===== src/rtl/rx_rst_sequencer.sv =====
// Receiver reset sequencer: converts watchdog/software reset requests into a fixed-width
// active-low decoder reset, followed by a programmable hold-off, with saturating statistics.
module rx_rst_sequencer #(
   parameter int RST_HOLD_LEN = 4,
   parameter int CNT_WIDTH    = 16
) (
   input  logic                 clk,
   input  logic                 rstn,
   input  logic                 enable,
   input  logic                 watchdog_rst,
   input  logic                 sw_rst,
   input  logic [15:0]          holdoff_len,
   input  logic                 clr_counts,
   output logic                 rx_rstn,
   output logic                 busy,
   output logic [1:0]           last_cause,
   output logic [CNT_WIDTH-1:0] wd_rst_count,
   output logic [CNT_WIDTH-1:0] wd_drop_count
);

   localparam int HW = (RST_HOLD_LEN > 1) ? $clog2(RST_HOLD_LEN) : 1;
   localparam logic [HW-1:0] HOLD_INIT = HW'(RST_HOLD_LEN - 1);

   typedef enum logic [1:0] {
      S_IDLE    = 2'd0,
      S_ASSERT  = 2'd1,
      S_HOLDOFF = 2'd2
   } state_t;

   state_t               r_state;
   logic [HW-1:0]        r_hold_cnt;
   logic [15:0]          r_ho_cnt;
   logic                 r_rx_rstn;
   logic                 r_busy;
   logic [1:0]           r_last_cause;
   logic [CNT_WIDTH-1:0] r_wd_cnt;
   logic [CNT_WIDTH-1:0] r_drop_cnt;

   logic w_wd_req;
   logic w_trig;
   logic w_acc_inc;
   logic w_drop_inc;

   assign w_wd_req = enable & watchdog_rst;
   assign w_trig   = w_wd_req | sw_rst;

   // A watchdog request riding along with sw_rst out of HOLDOFF counts as accepted.
   assign w_acc_inc  = w_wd_req & ((r_state == S_IDLE) |
                                   ((r_state == S_HOLDOFF) & sw_rst));
   assign w_drop_inc = w_wd_req & ((r_state == S_ASSERT) |
                                   ((r_state == S_HOLDOFF) & ~sw_rst));

   always_ff @(posedge clk) begin
      if (!rstn) begin
         r_state      <= S_ASSERT;
         r_hold_cnt   <= HOLD_INIT;
         r_ho_cnt     <= '0;
         r_rx_rstn    <= 1'b0;
         r_busy       <= 1'b1;
         r_last_cause <= 2'b00;
      end else begin
         case (r_state)
            S_IDLE: begin
               if (w_trig) begin
                  r_state      <= S_ASSERT;
                  r_hold_cnt   <= HOLD_INIT;
                  r_rx_rstn    <= 1'b0;
                  r_busy       <= 1'b1;
                  r_last_cause <= {sw_rst, w_wd_req};
               end
            end
            S_ASSERT: begin
               if (sw_rst) begin
                  r_hold_cnt      <= HOLD_INIT;
                  r_last_cause[1] <= 1'b1;
               end else if (r_hold_cnt == '0) begin
                  r_rx_rstn <= 1'b1;
                  if (holdoff_len != 16'd0) begin
                     r_state  <= S_HOLDOFF;
                     r_ho_cnt <= holdoff_len - 16'd1;
                  end else begin
                     r_state <= S_IDLE;
                     r_busy  <= 1'b0;
                  end
               end else begin
                  r_hold_cnt <= r_hold_cnt - HW'(1);
               end
            end
            S_HOLDOFF: begin
               if (sw_rst) begin
                  r_state      <= S_ASSERT;
                  r_hold_cnt   <= HOLD_INIT;
                  r_rx_rstn    <= 1'b0;
                  r_last_cause <= {1'b1, w_wd_req};
               end else if (r_ho_cnt == 16'd0) begin
                  r_state <= S_IDLE;
                  r_busy  <= 1'b0;
               end else begin
                  r_ho_cnt <= r_ho_cnt - 16'd1;
               end
            end
            default: begin
               r_state   <= S_IDLE;
               r_rx_rstn <= 1'b1;
               r_busy    <= 1'b0;
            end
         endcase
      end
   end

   // Clear has priority over a same-cycle increment; counters stick at all-ones.
   always_ff @(posedge clk) begin
      if (!rstn || clr_counts) begin
         r_wd_cnt   <= '0;
         r_drop_cnt <= '0;
      end else begin
         if (w_acc_inc && (r_wd_cnt != '1))
            r_wd_cnt <= r_wd_cnt + CNT_WIDTH'(1);
         if (w_drop_inc && (r_drop_cnt != '1))
            r_drop_cnt <= r_drop_cnt + CNT_WIDTH'(1);
      end
   end

   assign rx_rstn       = r_rx_rstn;
   assign busy          = r_busy;
   assign last_cause    = r_last_cause;
   assign wd_rst_count  = r_wd_cnt;
   assign wd_drop_count = r_drop_cnt;

endmodule

===== config.mk =====
export PLATFORM = sky130hd
export DESIGN_NAME = rx_rst_sequencer
export DESIGN_NICKNAME = d
export VERILOG_FILES = /design/src/rtl/rx_rst_sequencer.sv
export SDC_FILE = /design/constraint.sdc
export NUM_CORES = 1
export LEC_CHECK = 0
export CORE_MARGIN = 2
export CORE_UTILIZATION = 45
export DETAILED_ROUTE_END_ITERATION = 6
export PLACE_DENSITY = 0.69
export REMOVE_ABC_BUFFERS = 1
export SLEW_MARGIN = 20
export SYNTH_ARGS = -nofsm -noshare
export SYNTH_HDL_FRONTEND = slang
export SYNTH_SLANG_ARGS = --single-unit

===== constraint.sdc =====
create_clock -name clk -period 3.3 [get_ports clk]
set_input_delay 0.66 -clock clk [delete_from_list [all_inputs] [get_ports clk]]
set_output_delay 0.66 -clock clk [all_outputs]
set_load 0.01 [all_outputs]

==> impl_metrics.ini <==
[worst_setup_path]
critPathCaptureType = register
path_delay_family = simple AND/OR/NAND/NOR gates
critPathArrivalTime_ns = 3.15
ff2ff_path_depth = 8
endpoint = r_ho_cnt[7]
cp_slowest_cell = nor4b_1
cp_cell_sequence = inv_1 > ha_1 > nor4b_1 > a22oi_1 > buf_4 > or4_1 > a21oi_1 > o21a_1
crit_path_start = r_state[0]
worst-path-stages = 8
critPathMaxFanout = 14
crit_buf_inv = 2
r2r_slack_ns = 0.41
cp.required_ns = 3.56
criticalPathCategory = reg -> reg
critPathLaunchType = register
max_stage_delay_ns = 0.65
timing.rr.start = r_state[0]
r2r_end = r_ho_cnt[7]

[cts]
cts_tree = done
postCtsSetupBuffers = 0
clk_pin_slew_worst_paths_ns = 0.10
cts_max_level = 2
clock_sinks = 56
cts-root-buf = clkbuf_8
cts_buffer_depth = 2
cts.repair.resized = 0
clk_latency_ns = 0.31
cts_made_buffers = 5
postCtsHoldBufs = 0

[global_route]
grt_overflow = 0
grt_pass1_wl_um = 14400
grt_pass1_vias = 3059
grt_max_degree = 33
track_usage = 0.206
antenna_found_initial = 0

[route]
firstDrtPassIters = 5
vias = 3393
drc = 0
drt_iter0_drc = 158
ant_nets = 0
wl_um = 8760
wl_per_cell_um = 14.7
viasPerCell = 5.68

[synthesis]
synth-seq-cells = 56
seq_area_frac_synth = 0.323
synthArstFlopShare = 0
synth-edff-count = 0
yosys_warnings = 0
synth_area_um2 = 3470
syn_inst = 432
ys.flop_type = dfxtp_1
avgSynthCellArea_um2 = 8.03
synth.distinct_cells = 67

[final_layout]
nNetsFinal = 525
postLayoutCoreUtil = 0.563
area_delta_synth_final_pct = 23.5
antennaDiodeCount = 0
drive_above_1_share = 0.0889
postLayoutCellArea_um2 = 4290
fillers = 715

[place]
gp_congestion = 0.878
dp_hpwl_um = 6400
port_buffers = 57
placed_cell_area_um2 = 4200

[floorplan]
pin_count = 58
floorplan.initialDensity = 0.456
die-width_um = 91.8
dieArea_um2 = 8430
core_um2 = 7610
rows = 32
die_h_um = 91.8

[timing]
relSlewSlack = 0.522
skew_ns = 0.00357
setup_viol = 0
worstMarginPinSlew_ns = 0.707
period_needed_ns = 2.89
rsz0062_at_grt = false
clock.fmax_ghz = 0.346
period_share = 0.875
holdWs_ns = 0.502
slew_viol_final = 0
hold_violations = 0

[job]
maxCapViolCount = 0

[power]
powerDensity_nw_per_um2 = 533
p_leak_uw = 0.00147
ir_drop_mv = 0.251

[outcome]
status = finished, final reports clean

[worst_hold_path]
hold_class = reg -> reg
stage by stage:
step | total power (µW) | setup TNS (ns) | instances | setup slack [ns]
CTS | 2280 | 0 | 597 | 0.452
global route | 2440 | 0 | 597 | 0.145
detailed placement | 1900 | 0 | 589 | 0.240
global placement | 1870 | 0 | 589 | 0.353
finish | 2280 | 0 | 597 | 0.413
floorplan | 1530 | -0.0764 | 415 | -0.0764
layout by cell type (no fill, tap or decap), types with 3 or more instances in the layout:
master and count:
o21a_1 5, or4_4 3, nand4b_1 3, or4_1 3, nor3_1 21, clkdlybuf4s50_1 57, a311oi_1 3, nand4_1 10
nor2b_1 7, nor2_1 63, nand2b_1 5, xor2_1 16, xnor2_1 10, or2_2 3, a21oi_1 26, nand3_1 12
and2_1 3, buf_4 14, ha_1 9, inv_1 12, a21boi_0 4, a22oi_1 3, o211ai_1 3, nor4_1 7
clkbuf_8 5, and3_1 5, o21bai_1 3, dfxtp_1 56, mux2i_1 9, nand2_1 32, o21ai_0 16, o21ai_1 4
nor3b_1 4, or3_1 7, and4_1 3, a31oi_1 9
power by group:
part / internal [µW] / switching [µW] / total, µW
Clock: 152 / 238 / 390
Sequential: 773 / 115 / 888
Combinational: 445 / 562 / 1010
Total: 1370 / 915 / 2280
cells in the mapped netlist, drive strengths merged (4+ instances only):
library cell   n  area, µm²
a21boi         5       37.5
a21oi         28        155
a31oi          9       56.3
and3           5       31.3
buf            9       65.1
clkbuf         8       30.0
dfxtp         56       1120
ha             9        113
inv           12       45.0
mux2i          9       90.1
nand2         33        126
nand2b         5       31.3
nand3         12       60.1
nand4         10       62.6
nand4b         4       50.1
nor2          64        243
nor2b          7       43.8
nor3          21        105
nor3b          4       30.0
nor4           9       77.6
o21a           5       37.5
o21ai         22        118
or2            4       27.5
or3            7       43.8
or4            6       56.3
xnor2         10       87.6
xor2          16        140
how the worst min path moves through the flow:
| stage | from | end | cells after the start |
|---|---|---|---|
| detailed placement | r_hold_cnt[1] | r_hold_cnt[1] | 2 |
| global placement | r_hold_cnt[1] | r_hold_cnt[1] | 2 |
| finish | r_hold_cnt[1] | r_hold_cnt[1] | 2 |
| floorplan | r_hold_cnt[1] | r_hold_cnt[1] | 2 |
| CTS | r_hold_cnt[1] | r_hold_cnt[1] | 2 |
| global route | r_hold_cnt[1] | r_hold_cnt[1] | 2 |
per-layer routing:
layer  part of all wire  up-vias  GRT usage  wire [µm]
met4             0.0078        0     0.0386         68
met2               0.48      102      0.345       4190
met5                  0        -          0          0
li1                   -     1693          -          -
met1               0.45     1590      0.272       3980
met3              0.060        8     0.0493        523
state kept, by name, summed over array words and instances, names as in the netlist:
register / flops
wd_drop_count: 16
rx_rstn: 1
r_ho_cnt: 16
r_state: 2
last_cause: 2
r_hold_cnt: 2
busy: 1
wd_rst_count: 16
layout make-up:
cell class              count  area [µm²]  area share
flip-flops and latches     56        1120       0.262
repair buffers             72         696       0.162
inverters                  13        48.8      0.0114
well taps                 102         128      0.0298
multi-input cells         346        2200       0.514
clock inverters             2        16.3     0.00379
clock buffers               6        72.6      0.0169
worst reg2reg max path, stage by stage (launching register included):
cell	delay [ns]
dfxtp_1	0.37
inv_1	0.10
ha_1	0.51
nor4b_1	0.66
a22oi_1	0.21
buf_4	0.24
or4_1	0.47
a21oi_1	0.17
o21a_1	0.12
logic make-up (layout without fill, tap and decap cells):
| group | after synthesis | after routing | share of synthesized area |
|---|---|---|---|
| xor+xnor | 26 | 26 | 0.0656 |
| mux | 9 | 9 | 0.0260 |
| simple gates | 205 | 205 | 0.318 |
| fa+ha+maj | 9 | 9 | 0.0325 |
| compound gates | 97 | 97 | 0.193 |
| buf+inv | 30 | 93 | 0.0415 |
| flops | 56 | 56 | 0.323 |
Power figures use the tool's default switching activity.
